--- src/rtl/and_gate_exerciser.sv ---
// Clocked sweep engine for a combinational AND gate: drives every input vector in
// ascending order, samples the response after a settle time and tallies mismatches.
module and_gate_exerciser #(
  parameter int N_IN   = 2,
  parameter int SETTLE = 1
) (
  input  logic            clk,
  input  logic            rst,
  input  logic            start,
  input  logic            r,
  output logic [N_IN-1:0] in_vec,
  output logic            busy,
  output logic            done,
  output logic            pass,
  output logic [N_IN:0]   err_cnt,
  output logic [N_IN-1:0] first_fail,
  output logic            first_fail_vld
);

  typedef enum logic [1:0] {
    ST_IDLE  = 2'd0,
    ST_DRIVE = 2'd1,
    ST_CHECK = 2'd2,
    ST_DONE  = 2'd3
  } state_t;

  function automatic logic exp_and(input logic [N_IN-1:0] v);
    return &v;
  endfunction

  state_t          state_r, state_nxt_s;
  logic [3:0]      settle_cnt_r, settle_cnt_nxt_s;
  logic [N_IN-1:0] in_vec_nxt_s, first_fail_nxt_s;
  logic [N_IN:0]   err_cnt_nxt_s, err_inc_s;
  logic            busy_nxt_s, done_nxt_s, pass_nxt_s, first_fail_vld_nxt_s;
  logic            start_ok_s, last_settle_s, mismatch_s;

  assign start_ok_s    = start && ((state_r == ST_IDLE) || (state_r == ST_DONE));
  assign last_settle_s = (settle_cnt_r == 4'(SETTLE - 1));
  assign mismatch_s    = (state_r == ST_CHECK) && (r != exp_and(in_vec));
  assign err_inc_s     = err_cnt + (N_IN + 1)'(mismatch_s);

  // State register
  always_ff @(posedge clk) begin
    if (rst) begin
      state_r <= ST_IDLE;
    end else begin
      state_r <= state_nxt_s;
    end
  end

  // Next-state decode
  always_comb begin
    state_nxt_s = state_r;
    case (state_r)
      ST_IDLE, ST_DONE: begin
        if (start_ok_s) state_nxt_s = ST_DRIVE;
        else            state_nxt_s = state_r;
      end
      ST_DRIVE: begin
        if (last_settle_s) state_nxt_s = ST_CHECK;
        else               state_nxt_s = ST_DRIVE;
      end
      ST_CHECK: begin
        if (&in_vec) state_nxt_s = ST_DONE;
        else         state_nxt_s = ST_DRIVE;
      end
      default: state_nxt_s = ST_IDLE;
    endcase
  end

  // Next values of the registered outputs and settle counter
  always_comb begin
    in_vec_nxt_s         = in_vec;
    busy_nxt_s           = busy;
    done_nxt_s           = done;
    pass_nxt_s           = pass;
    err_cnt_nxt_s        = err_cnt;
    first_fail_nxt_s     = first_fail;
    first_fail_vld_nxt_s = first_fail_vld;
    settle_cnt_nxt_s     = settle_cnt_r;
    case (state_r)
      ST_IDLE, ST_DONE: begin
        if (start_ok_s) begin
          in_vec_nxt_s         = '0;
          busy_nxt_s           = 1'b1;
          done_nxt_s           = 1'b0;
          pass_nxt_s           = 1'b0;
          err_cnt_nxt_s        = '0;
          first_fail_nxt_s     = '0;
          first_fail_vld_nxt_s = 1'b0;
          settle_cnt_nxt_s     = 4'd0;
        end else begin
          settle_cnt_nxt_s = settle_cnt_r;
        end
      end
      ST_DRIVE: begin
        if (last_settle_s) settle_cnt_nxt_s = 4'd0;
        else               settle_cnt_nxt_s = settle_cnt_r + 4'd1;
      end
      ST_CHECK: begin
        err_cnt_nxt_s = err_inc_s;
        // Only the first mismatch of a sweep is captured
        if (mismatch_s && !first_fail_vld) begin
          first_fail_nxt_s     = in_vec;
          first_fail_vld_nxt_s = 1'b1;
        end else begin
          first_fail_vld_nxt_s = first_fail_vld;
        end
        if (&in_vec) begin
          busy_nxt_s = 1'b0;
          done_nxt_s = 1'b1;
          pass_nxt_s = (err_inc_s == '0);
        end else begin
          in_vec_nxt_s = in_vec + N_IN'(1);
        end
      end
      default: busy_nxt_s = 1'b0;
    endcase
  end

  // Output and counter registers
  always_ff @(posedge clk) begin
    if (rst) begin
      in_vec         <= '0;
      busy           <= 1'b0;
      done           <= 1'b0;
      pass           <= 1'b0;
      err_cnt        <= '0;
      first_fail     <= '0;
      first_fail_vld <= 1'b0;
      settle_cnt_r   <= 4'd0;
    end else begin
      in_vec         <= in_vec_nxt_s;
      busy           <= busy_nxt_s;
      done           <= done_nxt_s;
      pass           <= pass_nxt_s;
      err_cnt        <= err_cnt_nxt_s;
      first_fail     <= first_fail_nxt_s;
      first_fail_vld <= first_fail_vld_nxt_s;
      settle_cnt_r   <= settle_cnt_nxt_s;
    end
  end

endmodule

--- config.mk ---
export PLATFORM = sky130hd
export DESIGN_NAME = and_gate_exerciser
export DESIGN_NICKNAME = d
export VERILOG_FILES = /design/src/rtl/and_gate_exerciser.sv
export SDC_FILE = /design/constraint.sdc
export NUM_CORES = 1
export LEC_CHECK = 0
export ABC_AREA = 1
export CAP_MARGIN = 20
export CORE_UTILIZATION = 41
export CTS_BUF_LIST = sky130_fd_sc_hd__clkbuf_8 sky130_fd_sc_hd__clkbuf_16
export DETAILED_ROUTE_END_ITERATION = 6
export GPL_ROUTABILITY_DRIVEN = 0
export SYNTH_ARGS = -nofsm -noshare
export SYNTH_HDL_FRONTEND = slang
export SYNTH_SLANG_ARGS = --single-unit
--- constraint.sdc ---
create_clock -name clk -period 2.37 [get_ports clk]
set_input_delay 0.474 -clock clk [delete_from_list [all_inputs] [get_ports clk]]
set_output_delay 0.474 -clock clk [all_outputs]
set_load 0.03 [all_outputs]
After elaboration in Yosys (flattened, before gate mapping)
Index checks and enable logic that the tools add are counted.
- add/subtract/negate cells: 3
- $mul: 0
- div/mod/pow operators: 0
- order comparisons: 0
- equality and inequality tests: 8
- shift-type cells: 0
- mux-type cells: 24
- bitwise operators: 0
- reductions and logical operators: 17
- operators by type and width (kind ; number):
    two-way mux 2 bit ; 6
    AND reduction 3 bit ; 3
    two-way mux 4 bit ; 2
    case mux 1 bit (2 select lines) ; 4
    case mux 2 bit (2 select lines) ; 2
    case mux 4 bit (2 select lines) ; 1
    two-way mux 1 bit ; 6
    case mux 2 bit (3 select lines) ; 1
    case mux 3 bit (2 select lines) ; 1
    AND reduction 2 bit ; 3
    adder 4 x 1 -> 4 bit (second input constant) ; 1
    equality test 2 bit (second input constant) ; 2
    zero test 4 bit ; 1
    inequality test 2 x 1 -> 1 bit (second input constant) ; 2
    inequality test 2 bit (second input constant) ; 2
    nonzero test 2 bit ; 2
    adder 3 x 1 -> 3 bit ; 1
    logical AND 1 bit ; 3
    zero test 3 bit ; 1
    two-way mux 3 bit ; 1
    adder 2 x 1 -> 2 bit (second input constant) ; 1
    equality test 2 x 1 -> 1 bit (second input constant) ; 1
    zero test 2 bit ; 1
    OR reduction 2 bit ; 1
    other kinds (3) ; 3
- register bits after elaboration: 17
- bits in latches: 0
- memory bits (writable): 0
- ROM bits: 0
- input port bits: 4
- output and inout port bits: 11
- word-level logic and storage cells: 61
- memories: 0

Longest topological paths before layout
Gate-level depths: netlist (run 1).
- word-level depth: 7
- depth in mapped cells: 11
- gate-level depth less buffers: 11

Worst setup path after synthesis (run 1)
Ideal clock, no wire load.
- path type: register to register
- start: register in_vec[0]
- end: register pass
- setup time: 0.068 ns
- arrival: 1.849 ns
- data required time: 2.302 ns
- slack: 0.453 ns
- cell stages (with the launch flop): 11
- path buffers: 0
- clock period less this slack: 1.917 ns
- cell sequence: dfxtp_1 > ha_1 > inv_2 > nand2_1 > nand2_1 > nor2_1 > ha_1 > ha_1 > nor3_1 > nand2_1 > a21oi_2
- longest elaborated chain between the ends: 7
- elaborated cells on any way between the ends: 9
- those cells by class: 1 x add/sub; 2 x eq/ne; 2 x mux; 4 x reduce/logical
- RTL lines (item ; RTL line ; RTL):
    start: declaration ; 11 ; output logic [N_IN-1:0] in_vec,
    start signal: assignment ; 134 ; in_vec <= in_vec_nxt_s;
    AND reduction 2 bit (*) ; 28, 110 ;
    inequality test 1 bit ; 40 ; assign mismatch_s = (state_r == ST_CHECK) && (r != exp_and(in_vec));
    logical AND 1 bit ; 40 ;
    adder 3 x 1 -> 3 bit ; 41 ; assign err_inc_s = err_cnt + (N_IN + 1)'(mismatch_s);
    zero test 3 bit ; 113 ; pass_nxt_s = (err_inc_s == '0);
    two-way mux 1 bit ; 110 ; if (&in_vec) begin
    case mux 1 bit (2 select lines) ; 82 ; case (state_r)
    end signal: assignment ; 137 ; pass <= pass_nxt_s;
    end: declaration ; 14 ; output logic pass,
Every way passes the cells marked *; elsewhere a longest branch is shown, timed or not. The select of a mux whose other input is x is not followed.
A chain may end at the register's enable or synchronous reset.

Worst setup path after layout (run 1)
- start: input r
- end: register pass
- longest elaborated chain between the ends: 6
- RTL lines (item ; RTL line ; RTL):
    start: declaration ; 10 ; input logic r,
    inequality test 1 bit ; 40 ;
    logical AND 1 bit ; 40 ;
    adder 3 x 1 -> 3 bit ; 41 ;
    zero test 3 bit ; 113 ;
    two-way mux 1 bit ; 110 ;
    case mux 1 bit (2 select lines) ; 82 ;
No other way between the ends. The select of a mux whose other input is x is not followed.

==> results, run 1 <==
- The worst setup path category is input pin to register.
- The tree is rooted in a sky130_fd_sc_hd__clkbuf_8.
- The overall die height is 48.29 µm.
- The number of global-route vias before repair was 596.
- The worst hold path startpoint is first_fail[1].
- The initial utilization of the core area, before any placement, comes to 44.32%.
- Setup repair after global routing left no endpoint under its margin.
- The clock period minus final worst setup slack is 1.967 ns.
- Tracing the worst setup path back leads to its startpoint at r.
- The area of the placeable core is 0.001982 mm².
- Yosys attributes the largest share of cell area to sky130_fd_sc_hd__dfxtp_1 (39%), sky130_fd_sc_hd__nand2_1 (12%), sky130_fd_sc_hd__ha_1 (10%).
- The startpoint type of the worst setup path is an input pin.
- The number of inserted filler cells in the final layout is 196.
- In this run the horizontal extent of the chip is 48.29 µm.
- On the critical path the largest part of the delay comes from simple AND/OR/NAND/NOR gates.
- The final setup skew is 0.0006340 ns.
- The tool flagged a number of max-cap violations equal to 0.
- Adding up every negative setup slack in the final design gives 0 ns.
- The detail-routed via count per cell is 4.665.
- The biggest area contributor in the post-synthesis netlist is sky130_fd_sc_hd__dfxtp_1.
- The worst hold path belongs to the class register to register.
- The number of DRC violations after detailed routing is 0.
- The number of hold-repair buffers added at the cts stage is 0.
- The hold path endpoint is first_fail[1].
- The worst hold path passes through 2 cells.
- The worst-case register-to-register setup slack is 0.45 ns.
- Data on the critical path is required at its endpoint by 2.56 ns.
- The static leakage is 0.4634 nW.
- The number of flip-flops and latches in the synthesized netlist is 17.
- The highest cell delay on the worst timing path is 0.47 ns.
- In this run, the number of DRC markers left after iteration 0 of detailed routing was 14.
- Data arrives at the worst endpoint at 2.16 ns.
- The total design power is 767.4 µW.
- The final max-slew violation count is 0.
- The actual transition at the worst max-transition pin is 0.3683 ns.
- Each instance of the synthesized netlist takes up on average 7.381 µm².
- The endpoint identified for the worst register-to-register timing path is pass.
- The quantity of gates resized following cts is 0.
- The floorplan step defined a die boundary enclosing 0.002331 mm².
- TritonCTS created 3 clock buffers.
- The first-pass GRT wire length is 2.663 mm.
- The critical path contains buffers and inverters numbering 2 combined.
- TritonCTS built the clock tree.
- The count of H-tree levels built during CTS is 1.
- In the final layout, flip-flops and latches occupy 340.3 µm².
- Post-CTS timing repair inserted 0 buffers for setup.
- The number of I/O pins is 15.
- After synthesis, the largest area contributor takes up 38.75% of total cell area.
- The critical path's slowest cell is sky130_fd_sc_hd__clkdlybuf4s50_1.
- The number of clock sinks is 17.
- The flow ran to the end, and the final reports show no timing, DRC or antenna violations.
- The share of post-route cells with drive strength above 1 is 13.87%.
- Clock-pin slew was measured on the worst setup and hold paths at 0.06 ns.
- Measured against its own limit, the worst slew margin works out to 75.19%.
- The repair_antennas step left the layout with diodes totalling 0.
- The power per standard cell area is 697.0 mW/mm².
- The library cell used most frequently in the layout, excluding fill and tap cells, is sky130_fd_sc_hd__nand2_1.
- The area of combinational cells with multiple inputs is 460.4 µm².
- The number of vias after detailed routing is 765.
- The synthesized netlist cell count is 119.
- The maximum fanout encountered on the critical timing path is 4.
- The post-detailed-route count of antenna-violating nets is 0.
- The routed wire length is 1.718 mm.
- The clock latency of the later-clocked register in the worst-skew pair is 0.25 ns.
- The number of cells on the worst reg-to-reg path is 10.
- After legalization and detailed placement, the total HPWL measured 1.302 mm.
- The count of input and output buffers is 14.
- The number of distinct library cell variants in the gate-level netlist after synthesis is 20.
- The maximum count of clock buffers along a single path is 2.
- The library cells used most frequently in the layout, excluding fill and tap cells, are sky130_fd_sc_hd__nand2_1 (29), sky130_fd_sc_hd__dfxtp_1 (17), sky130_fd_sc_hd__inv_1 (16).
- The initial antenna violation count is 0.
- Derived from the worst setup path, the maximum achievable clock frequency is 508.4 MHz.
- The number of endpoints failing setup at the final stage is 0.
- Global routing finished with a remaining overflow of 0.
- The net count of the finished layout is 149.
- The category of the worst setup path capture point is a register.
- The signal on the critical path passes through clkdlybuf4s50_1 > inv_1 > nand2_1 > nand2_1 > nor2_1 > ha_1 > ha_1 > nor3_1 > nand2_1 > a21oi_2.
- The share of the clock period used by the worst path after layout is 82.99%.
- The number of core rows is 16.
- The worst register-to-register path begins at in_vec[0].
- From synthesis to final layout, the design area changed by 25.36%.
- For this run, the total global-route usage over all layers was measured as 17.11%.
- Entering global routing, the biggest net connects 14 pins.
- The sequential share of the synthesized area is 38.75%.
- Dividing the detail-routed wire length by the instance count gives 10.48 µm.
- The count of TritonRoute iterations in the first routing pass is 4.
- The count of synthesis-stage warnings from yosys is 0.
- The net count of the mapped netlist is 130.
- Among the stages of the critical path, the cell type that occurs most often is sky130_fd_sc_hd__nand2_1.
- The maximum VDD drop is 0.3958 mV.
- After synthesis the cells add up to 878.3 µm².
- The number of endpoints with negative hold slack in the final report is 0.
## cells in the mapped netlist, drive strengths merged
library cell / instances
nor3: 2
nand2: 33
a21oi: 16
dfxtp: 17
nor2: 11
xor2: 2
nand4: 2
inv: 19
o21bai: 1
o21ai: 5
nand3: 3
buf: 1
ha: 7
## registers in the layout, indices dropped and copies added (netlist names)
name and count:
state_r 2, first_fail_vld 1, in_vec 2, settle_cnt_r 4
pass 1, first_fail 2, err_cnt 3, busy 1
done 1
## worst max path at each step
stage / slack [ns] / endpoint / depth (start not counted)
after floorplan: 0.45 / pass / 10
after global placement: 0.22 / pass / 10
after detailed placement: 0.16 / pass / 10
after CTS: 0.42 / pass / 10
after global routing: 0.20 / pass / 10
final: 0.40 / pass / 10
## final cells by class
type / count / share of cell area, %
clock buffers: 3 / 3.750
inverters: 19 / 6.705
repair buffers: 15 / 13.41
flip-flops and latches: 17 / 30.91
clock inverters: 1 / 0.3409
multi-input cells: 82 / 41.82
well taps: 27 / 3.068
## report_power, final
part | internal, mW | switching, mW | leakage (nW)
Sequential | 0.305 | 0.0131 | 0.138
Combinational | 0.0826 | 0.158 | 0.299
Clock | 0.115 | 0.0935 | 0.0269
Total | 0.503 | 0.265 | 0.463
## worst min-delay path: stages (launching register included)
cell and delay, ns:
sky130_fd_sc_hd__dfxtp_1 0.31, sky130_fd_sc_hd__nand2_1 0.07, sky130_fd_sc_hd__a21oi_2 0.05
## per-stage QoR
step           setup slack (ns)  util, %  area (µm²)  hold slack, ns  instances
2_1_floorplan            0.4528        -       878.3          0.4390        119
3_3_place_gp             0.2193    53.28        1056          0.4517        160
3_5_place_dp             0.1646    53.28        1056          0.4667        160
4_1_cts                  0.4237    55.56        1101          0.4747        164
5_1_grt                  0.1957    55.56        1101          0.4919        164
6_report                 0.4032    55.56        1101          0.4694        164
## layer usage
layer / global-route usage (%) / share of wire [%]
met5: 0 / 0
met1: 27.70 / 53
met2: 19.73 / 41
met3: 3.333 / 3.7
met4: 10.00 / 2.1
## cell families after synthesis
group / after synthesis / share of synthesized area (%)
AO/OA/AOI/OAI: 22 / 15.38
XOR/XNOR: 2 / 1.995
adder cells (fa/ha/maj): 7 / 9.971
buffers and inverters: 20 / 8.831
flip-flops: 17 / 38.75
AND/OR/NAND/NOR: 51 / 25.07
No activity file was read; power rests on OpenSTA's default activity.
==> run 2: changes to the inputs <==
- clock period: 2.37 -> 1.9 ns (I/O delays scaled with it)
==> run 2 against run 1 <==
Global-route usage increased by 1.6 points. Via count increased by 1.6%. First-iteration DRC count shrank 7.1%. Register-to-register slack lost 0.28 ns. Sequential power grew 25%. Clock power up 28%.
==> results, run 2 (same netlist as run 1, synthesis figures left out) <==
- The static leakage is 0.4712 nW.
- The floorplan has 16 rows.
- Setup violations remaining at the end of the flow were counted as 0.
- The remaining global-route overflow is 0.
- The post-synthesis to final-layout area growth is 28.77%.
- The die covers 0.002331 mm².
- The number of buffers inserted during clock tree synthesis is 3.
- The gate family responsible for the most delay along the worst path is buffers and inverters.
- The antenna diode count is 0.
- The worst register-to-register path ends at pass.
- After detailed placement, the total cell area comes to 0.001074 mm².
- The share of post-route cells with drive strength above 1 is 18.71%.
- During placement, the flow inserted port buffers numbering 14.
- The cell repeated most along the worst path is sky130_fd_sc_hd__nand2_1.
- The largest single stage delay on the critical path is 0.47 ns.
- The number of vias after detailed routing is 777.
- The data required time of the worst path is 2.09 ns.
- The achievable frequency is 572.5 MHz.
- The maximum number of pins on one net before global-route repair is 14.
- Counting the fill cells in the layout gives 193.
- No sink is reached through more buffers than the 2 on the longest clock path.
- The CTS tree is yes.
- The clock period minus final worst setup slack is 1.747 ns.
- The first TritonRoute pass finished after 4 iterations.
- The routed design uses 713 µm of met2 wire.
- Dividing the final minimum period by the clock period gives 91.93%.
- After detailed routing, the average wire length per cell comes to 10.95 µm.
- The net count of the finished layout is 151.
- The total design power is 975.8 µW.
- The number of buffer and inverter stages on the critical path is 2.
- The number of global-route vias before repair is 609.
- Counting cells, the worst reg-to-reg path comes to 10.
- For this design, the sink count on the clock tree is 17.
- STA classifies the critical path startpoint as an input pin.
- The critical path's slowest cell is sky130_fd_sc_hd__clkdlybuf4s50_1.
- STA classifies the critical path endpoint as a register.
- The number of I/O pins is 15.
- The initial antenna violation count is 0.
- After detailed placement, the design holds a cell count of 162.
- At the pin with the least slew margin, the transition time is 0.4108 ns.
- The met3 layer wire length in the routed design is 80 µm.
- Across the VDD grid, the largest voltage drop is 0.4600 mV.
- The clock-pin slew of the registers on the worst-case setup and hold paths is 0.06 ns.
- The final setup skew is 0.0007466 ns.
- The cell at the root of the clock tree is sky130_fd_sc_hd__clkbuf_8.
- The number of cells in the finished layout apart from fillers is 166.
- The largest registers in the layout are settle_cnt_r: 4 flops, err_cnt: 3 flops.
- The worst register-to-register path begins at in_vec[0].
- The detailed router used layers up to and including met4.
- Across every metal layer, demand over resource in global routing totals 18.75%.
- The library cell used most frequently in the layout, excluding fill and tap cells, is sky130_fd_sc_hd__nand2_1.
- The detail route stage leaves a number of antenna-violating nets equal to 0.
- The arrival time of data at the critical path endpoint is 1.94 ns.
- The run finished with clean final reports.
- More flip-flops sit in one register than any other, and that register is settle_cnt_r.
- In this run the tightest slew margin relative to its limit is 72.33%.
- The final max-slew violation count was 0.
- Walking the worst path, the cells encountered are clkdlybuf4s50_1 > inv_1 > nand2_1 > nand2_1 > nor2_1 > ha_1 > ha_1 > nor3_2 > nand2_1 > a21oi_2.
- The worst hold-check slack is 0.4665 ns.
- Setup repair after global routing left no endpoint under its margin.
- Detailed placement ended at an HPWL of 1.359 mm.
- The power per standard cell area is 862.7 mW/mm².
- The worst-case register-to-register setup slack is 0.17 ns.
- Along the worst hold path, the cell count comes to 2.
- The number of buffers added for setup after CTS is 0.
- Across the run, the number of max-cap violations was 0.
- The die is 48.29 µm tall.
- The detailed router's first-iteration violation count is 13.
- The number of flip-flops in the largest register is 4.
- The worst hold path startpoint is first_fail[1].
- The count of H-tree levels built during CTS is 1.
- The number of DRC violations after detailed routing is 0.
- For the worst-skew pair, the clock arrives at the later sink with an insertion delay of 0.25 ns.
- After routing the design area is 0.001131 mm².
- Measured on the finished design, the core utilization comes to 57.07%.
- The starting utilization of the core area is 44.32%.
- The width of the chip is 48.29 µm.
- In this run the standard cell core region covers 0.001982 mm².
- By startpoint and endpoint, the worst setup path is classified as input pin to register.
- The worst hold path terminates at first_fail[1].
- The routed wire length is 1.818 mm.
- Of all nets on the critical path, the largest fanout is 2.
- The first-pass GRT wire length is 2.794 mm.
- The number of endpoints with negative hold slack in the final report is 0.
- Using the TritonRoute via totals, the vias-per-cell ratio works out to 4.681.
- The top cell types in the final layout, fill and taps aside, are sky130_fd_sc_hd__nand2_1 (29), sky130_fd_sc_hd__inv_1 (16), sky130_fd_sc_hd__dfxtp_1 (15).
- The detailed router put a total of 996 µm of wire on met1.
- The type of the tightest min-delay check is register to register.
[run 2: report_power, final]
part	total [mW]	switching (mW)	internal (mW)	leakage, nW
logic	0.313	0.204	0.109	0.305
clock network	0.266	0.123	0.143	0.0269
registers	0.396	0.0163	0.380	0.139
total	0.976	0.343	0.632	0.471
[run 2: worst reg2reg max path, stage by stage, from the launching register on]
cell and delay (ns):
sky130_fd_sc_hd__dfxtp_4 0.36, sky130_fd_sc_hd__ha_2 0.20, sky130_fd_sc_hd__inv_2 0.05, sky130_fd_sc_hd__nand2_1 0.04, sky130_fd_sc_hd__nand2_1 0.08, sky130_fd_sc_hd__nor2_1 0.06
sky130_fd_sc_hd__ha_1 0.18, sky130_fd_sc_hd__ha_1 0.30, sky130_fd_sc_hd__nor3_2 0.18, sky130_fd_sc_hd__nand2_1 0.09, sky130_fd_sc_hd__a21oi_2 0.12
[run 2: routing by layer]
metal	vias up	GRT usage [%]
li1	421	-
met3	4	5.185
met4	0	10.00
met5	-	0
met1	341	28.28
met2	11	23.47
[run 2: final cells by class]
type	count	area [µm²]	area share, %
Tap cell	27	33.78	2.987
Clock inverter	1	3.754	0.3319
Multi-Input combinational cell	82	470.5	41.59
Sequential cell	17	345.3	30.53
Inverter	19	73.82	6.527
Clock buffer	3	41.29	3.650
Timing Repair Buffer	17	162.7	14.38
[run 2: worst max-delay path by stage]
stage / startpoint / to / slack (ns) / cells after the start
6_report: r / pass / 0.15 / 10
5_1_grt: r / pass / 0.01 / 10
4_1_cts: state_r[0] / pass / 0.13 / 10
3_5_place_dp: r / pass / -0.09 / 10
3_3_place_gp: r / pass / -0.06 / 10
2_1_floorplan: in_vec[0] / pass / 0.12 / 10
[run 2: what timing repair did]
item                                   CTS  global route
hold buffers                             0             0
endpoints found under the hold margin    0             0
setup endpoints to repair                0             1
resized for setup                        0             4
[run 2: stage by stage]
step | setup slack (ns) | setup TNS (ns)
after global routing | 0.01265 | 0
final | 0.1533 | 0
after detailed placement | -0.09221 | -0.1010
after global placement | -0.05906 | -0.06351
after CTS | 0.1327 | 0
after floorplan | 0.1196 | 0
==> run 3: changes to the inputs <==
- CORE_MARGIN: default -> 3
- GPL_TIMING_DRIVEN: default -> 0
==> run 3 against run 2 <==
Clock skew rose by 0.0034 ns. Critical endpoint unchanged. Clock power about the same. Combinational power is essentially flat. Register-to-register slack lost 0.03 ns. Largest cell class unchanged. Sequential power barely moved. Flip-flop and latch count unchanged. Critical path depth is 1 higher. Critical path type unchanged. Final area fell by 0.55%. Hold slack got worse by 0.0035 ns. First-iteration DRC count stayed put. Largest power group unchanged. Global-route usage fell by 3.6 points.
==> results, run 3 (same netlist as run 1, synthesis figures left out) <==
- TritonCTS built the clock tree.
- The number of inserted filler cells in the final layout is 212.
- In the routed layout, each cell is associated on average with a via count of 4.673.
- Derived from the worst setup path, the maximum achievable clock frequency is 559.9 MHz.
- The critical path starts at r.
- The post-synthesis to final-layout area growth is 28.06%.
- The capture point of the worst reg-to-reg path is pass.
- The clock latency of the later-clocked register in the worst-skew pair is 0.25 ns.
- The count of H-tree levels built during CTS is 1.
- The register with the most flip-flops in the layout has 4 of them.
- The beginning of the worst register-to-register path is in_vec[0].
- The detailed router's first-iteration violation count is 13.
- The worst pin sits at a relative slew slack of 64.16%.
- The half-perimeter wire length after placement is 1.336 mm.
- The share of the clock period used by the worst path after layout is 94.00%.
- Measured along the x axis, the die boundary spans 52.29 µm.
- The die is 52.29 µm tall.
- Max-cap violations in this run came to 0.
- Entering global routing, the biggest net connects 11 pins.
- Input and output buffers added on the ports amount to 14.
- The initial antenna violation count is 0.
- Clock tree synthesis found a total of 17 sinks.
- The number of I/O pins is 15.
- The remaining global-route overflow is 0.
- The final setup skew is 0.004189 ns.
- The maximum count of clock buffers along a single path is 2.
- Counting cells, the worst reg-to-reg path comes to 11.
- Setup violations remaining at the end of the flow were counted as 0.
- The clock-pin slew of the registers on the worst-case setup and hold paths is 0.07 ns.
- The number of DRC violations after detailed routing is 0.
- The first TritonRoute pass finished after 4 iterations.
- The first-pass GRT wire length is 3.070 mm.
- The antenna diode count is 0.
- The data required time of the worst path is 2.02 ns.
- The minimum setup slack after placement is -0.2229 ns.
- The worst setup path category is input pin to register.
- Clock tree synthesis selected as its root buffer the cell sky130_fd_sc_hd__clkbuf_8.
- The number of vias after detailed routing is 771.
- The startpoint type of the worst setup path is an input pin.
- Leaving out fill and tap cells, the most frequent cells in the layout are sky130_fd_sc_hd__nand2_1 (29), sky130_fd_sc_hd__inv_1 (16), sky130_fd_sc_hd__dfxtp_1 (15).
- The static leakage is 0.4632 nW.
- In this run the standard cell core region covers 0.002002 mm².
- In this run the power density over the cells is 867.9 mW/mm².
- More flip-flops sit in one register than any other, and that register is settle_cnt_r.
- The number of endpoints with negative hold slack in the final report is 0.
- The type of the tightest min-delay check is register to register.
- The flow ran to the end, and the final reports show no timing, DRC or antenna violations.
- The routed design could run at a clock period as short as 1.786 ns.
- The library cell used most frequently in the layout, excluding fill and tap cells, is sky130_fd_sc_hd__nand2_1.
- Cells fill 56.19% of the core in the end.
- The number of hold-repair buffers added at the cts stage is 0.
- Once detail routing completed, the nets flagged for antenna violations numbered 0.
- The final max-slew violation count was 0.
- At the end of the flow, the number of nets in the layout was 150.
- The total design power is 976.2 µW.
- TritonCTS created 3 clock buffers.
- The share of post-route cells with drive strength above 1 is 18.12%.
- The largest registers in the layout are settle_cnt_r: 4 flops, err_cnt: 3 flops.
- Across all setup checks in the final design, the least slack found is 0.1140 ns.
- Of all nets on the critical path, the largest fanout is 2.
- Following the worst setup path forward leads to its endpoint at pass.
- In the global route stage, overall resource usage came out at 15.17%.
- The maximum VDD drop is 0.5828 mV.
- The floorplan has 16 rows.
- At the pin with the least slew margin, the transition time is 0.5377 ns.
- For this block, the routed nets add up to 1.821 mm of wire.
- The starting utilization of the core area is 43.87%.
- The wire length per cell is 11.04 µm.
- For the worst setup path, the data arrival time is 1.91 ns.
- The overall die area is 0.002734 mm².
- The number of global-route vias before repair is 717.
- For flop-to-flop paths, the worst setup slack is 0.14 ns.
- The worst setup path is captured at a register.
==> run 3: cell count changes in the layout (fill, tap and decap cells not counted) <==
| cell | previous run | this run |
|---|---|---|
| sky130_fd_sc_hd__buf_4 | 3 | 1 |
| sky130_fd_sc_hd__buf_1 | 0 | 1 |
| sky130_fd_sc_hd__dfxtp_2 | 1 | 2 |
| sky130_fd_sc_hd__dfxtp_4 | 1 | 0 |
| sky130_fd_sc_hd__nor2_1 | 10 | 9 |
| sky130_fd_sc_hd__nor2_4 | 0 | 1 |
==> run 3: area by class of cell <==
cell class	instances	area, µm²	share of cell area (%)
clock inverters	1	3.754	0.3337
flip-flops and latches	17	342.8	30.48
inverters	19	73.82	6.563
plain buffers	1	3.754	0.3337
multi-input cells	82	478.0	42.49
well taps	27	33.78	3.003
clock buffers	3	41.29	3.671
repair buffers	15	147.6	13.13
==> run 3: through the flow <==
step / TNS, ns / std cells / hold WS (ns) / cell area (µm²)
after global placement: -0.3993 / 160 / 0.4496 / 1055
after floorplan: 0 / 119 / 0.4390 / 880.8
after global routing: -0.07373 / 165 / 0.4906 / 1125
final: 0 / 165 / 0.4630 / 1125
after CTS: 0 / 164 / 0.4630 / 1100
after detailed placement: -0.3589 / 160 / 0.4541 / 1055
==> run 3: per-layer routing <==
layer / wire, µm / global-route usage [%] / vias up
li1: - / - / 417
met5: 0 / 0 / -
met1: 943 / 20.87 / 330
met4: 13 / 3.830 / 0
met3: 90 / 5.698 / 4
met2: 773 / 22.11 / 20
==> run 3: repair_timing <==
item / CTS / global route
buffers inserted: 0 / 1
hold endpoints to repair: 0 / 0
endpoints found under the setup margin: 0 / 2
resized for setup: 0 / 5
==> run 3: worst min path at each step <==
stage,from,endpoint,slack (ns),cells after the start
floorplan,settle_cnt_r[3],settle_cnt_r[3],0.44,2
global placement,settle_cnt_r[3],settle_cnt_r[3],0.45,2
detailed placement,settle_cnt_r[3],settle_cnt_r[3],0.45,2
CTS,settle_cnt_r[3],settle_cnt_r[3],0.46,2
finish,settle_cnt_r[3],settle_cnt_r[3],0.46,2
global route,settle_cnt_r[3],settle_cnt_r[3],0.49,2
==> run 3: power by group <==
group / switching [mW] / leakage [nW] / internal [mW]
Combinational: 0.207 / 0.298 / 0.108
Clock: 0.121 / 0.0269 / 0.143
Sequential: 0.0161 / 0.139 / 0.381
==> run 3: worst max-delay path, stage by stage <==
cell	delay [ns]
sky130_fd_sc_hd__clkdlybuf4s50_1	0.48
sky130_fd_sc_hd__inv_1	0.04
sky130_fd_sc_hd__nand2_1	0.05
sky130_fd_sc_hd__nand2_1	0.10
sky130_fd_sc_hd__nor2_4	0.14
sky130_fd_sc_hd__ha_1	0.15
sky130_fd_sc_hd__ha_1	0.15
sky130_fd_sc_hd__xor2_1	0.24
sky130_fd_sc_hd__nor3_2	0.06
sky130_fd_sc_hd__nand2_1	0.07
sky130_fd_sc_hd__a21oi_2	0.05
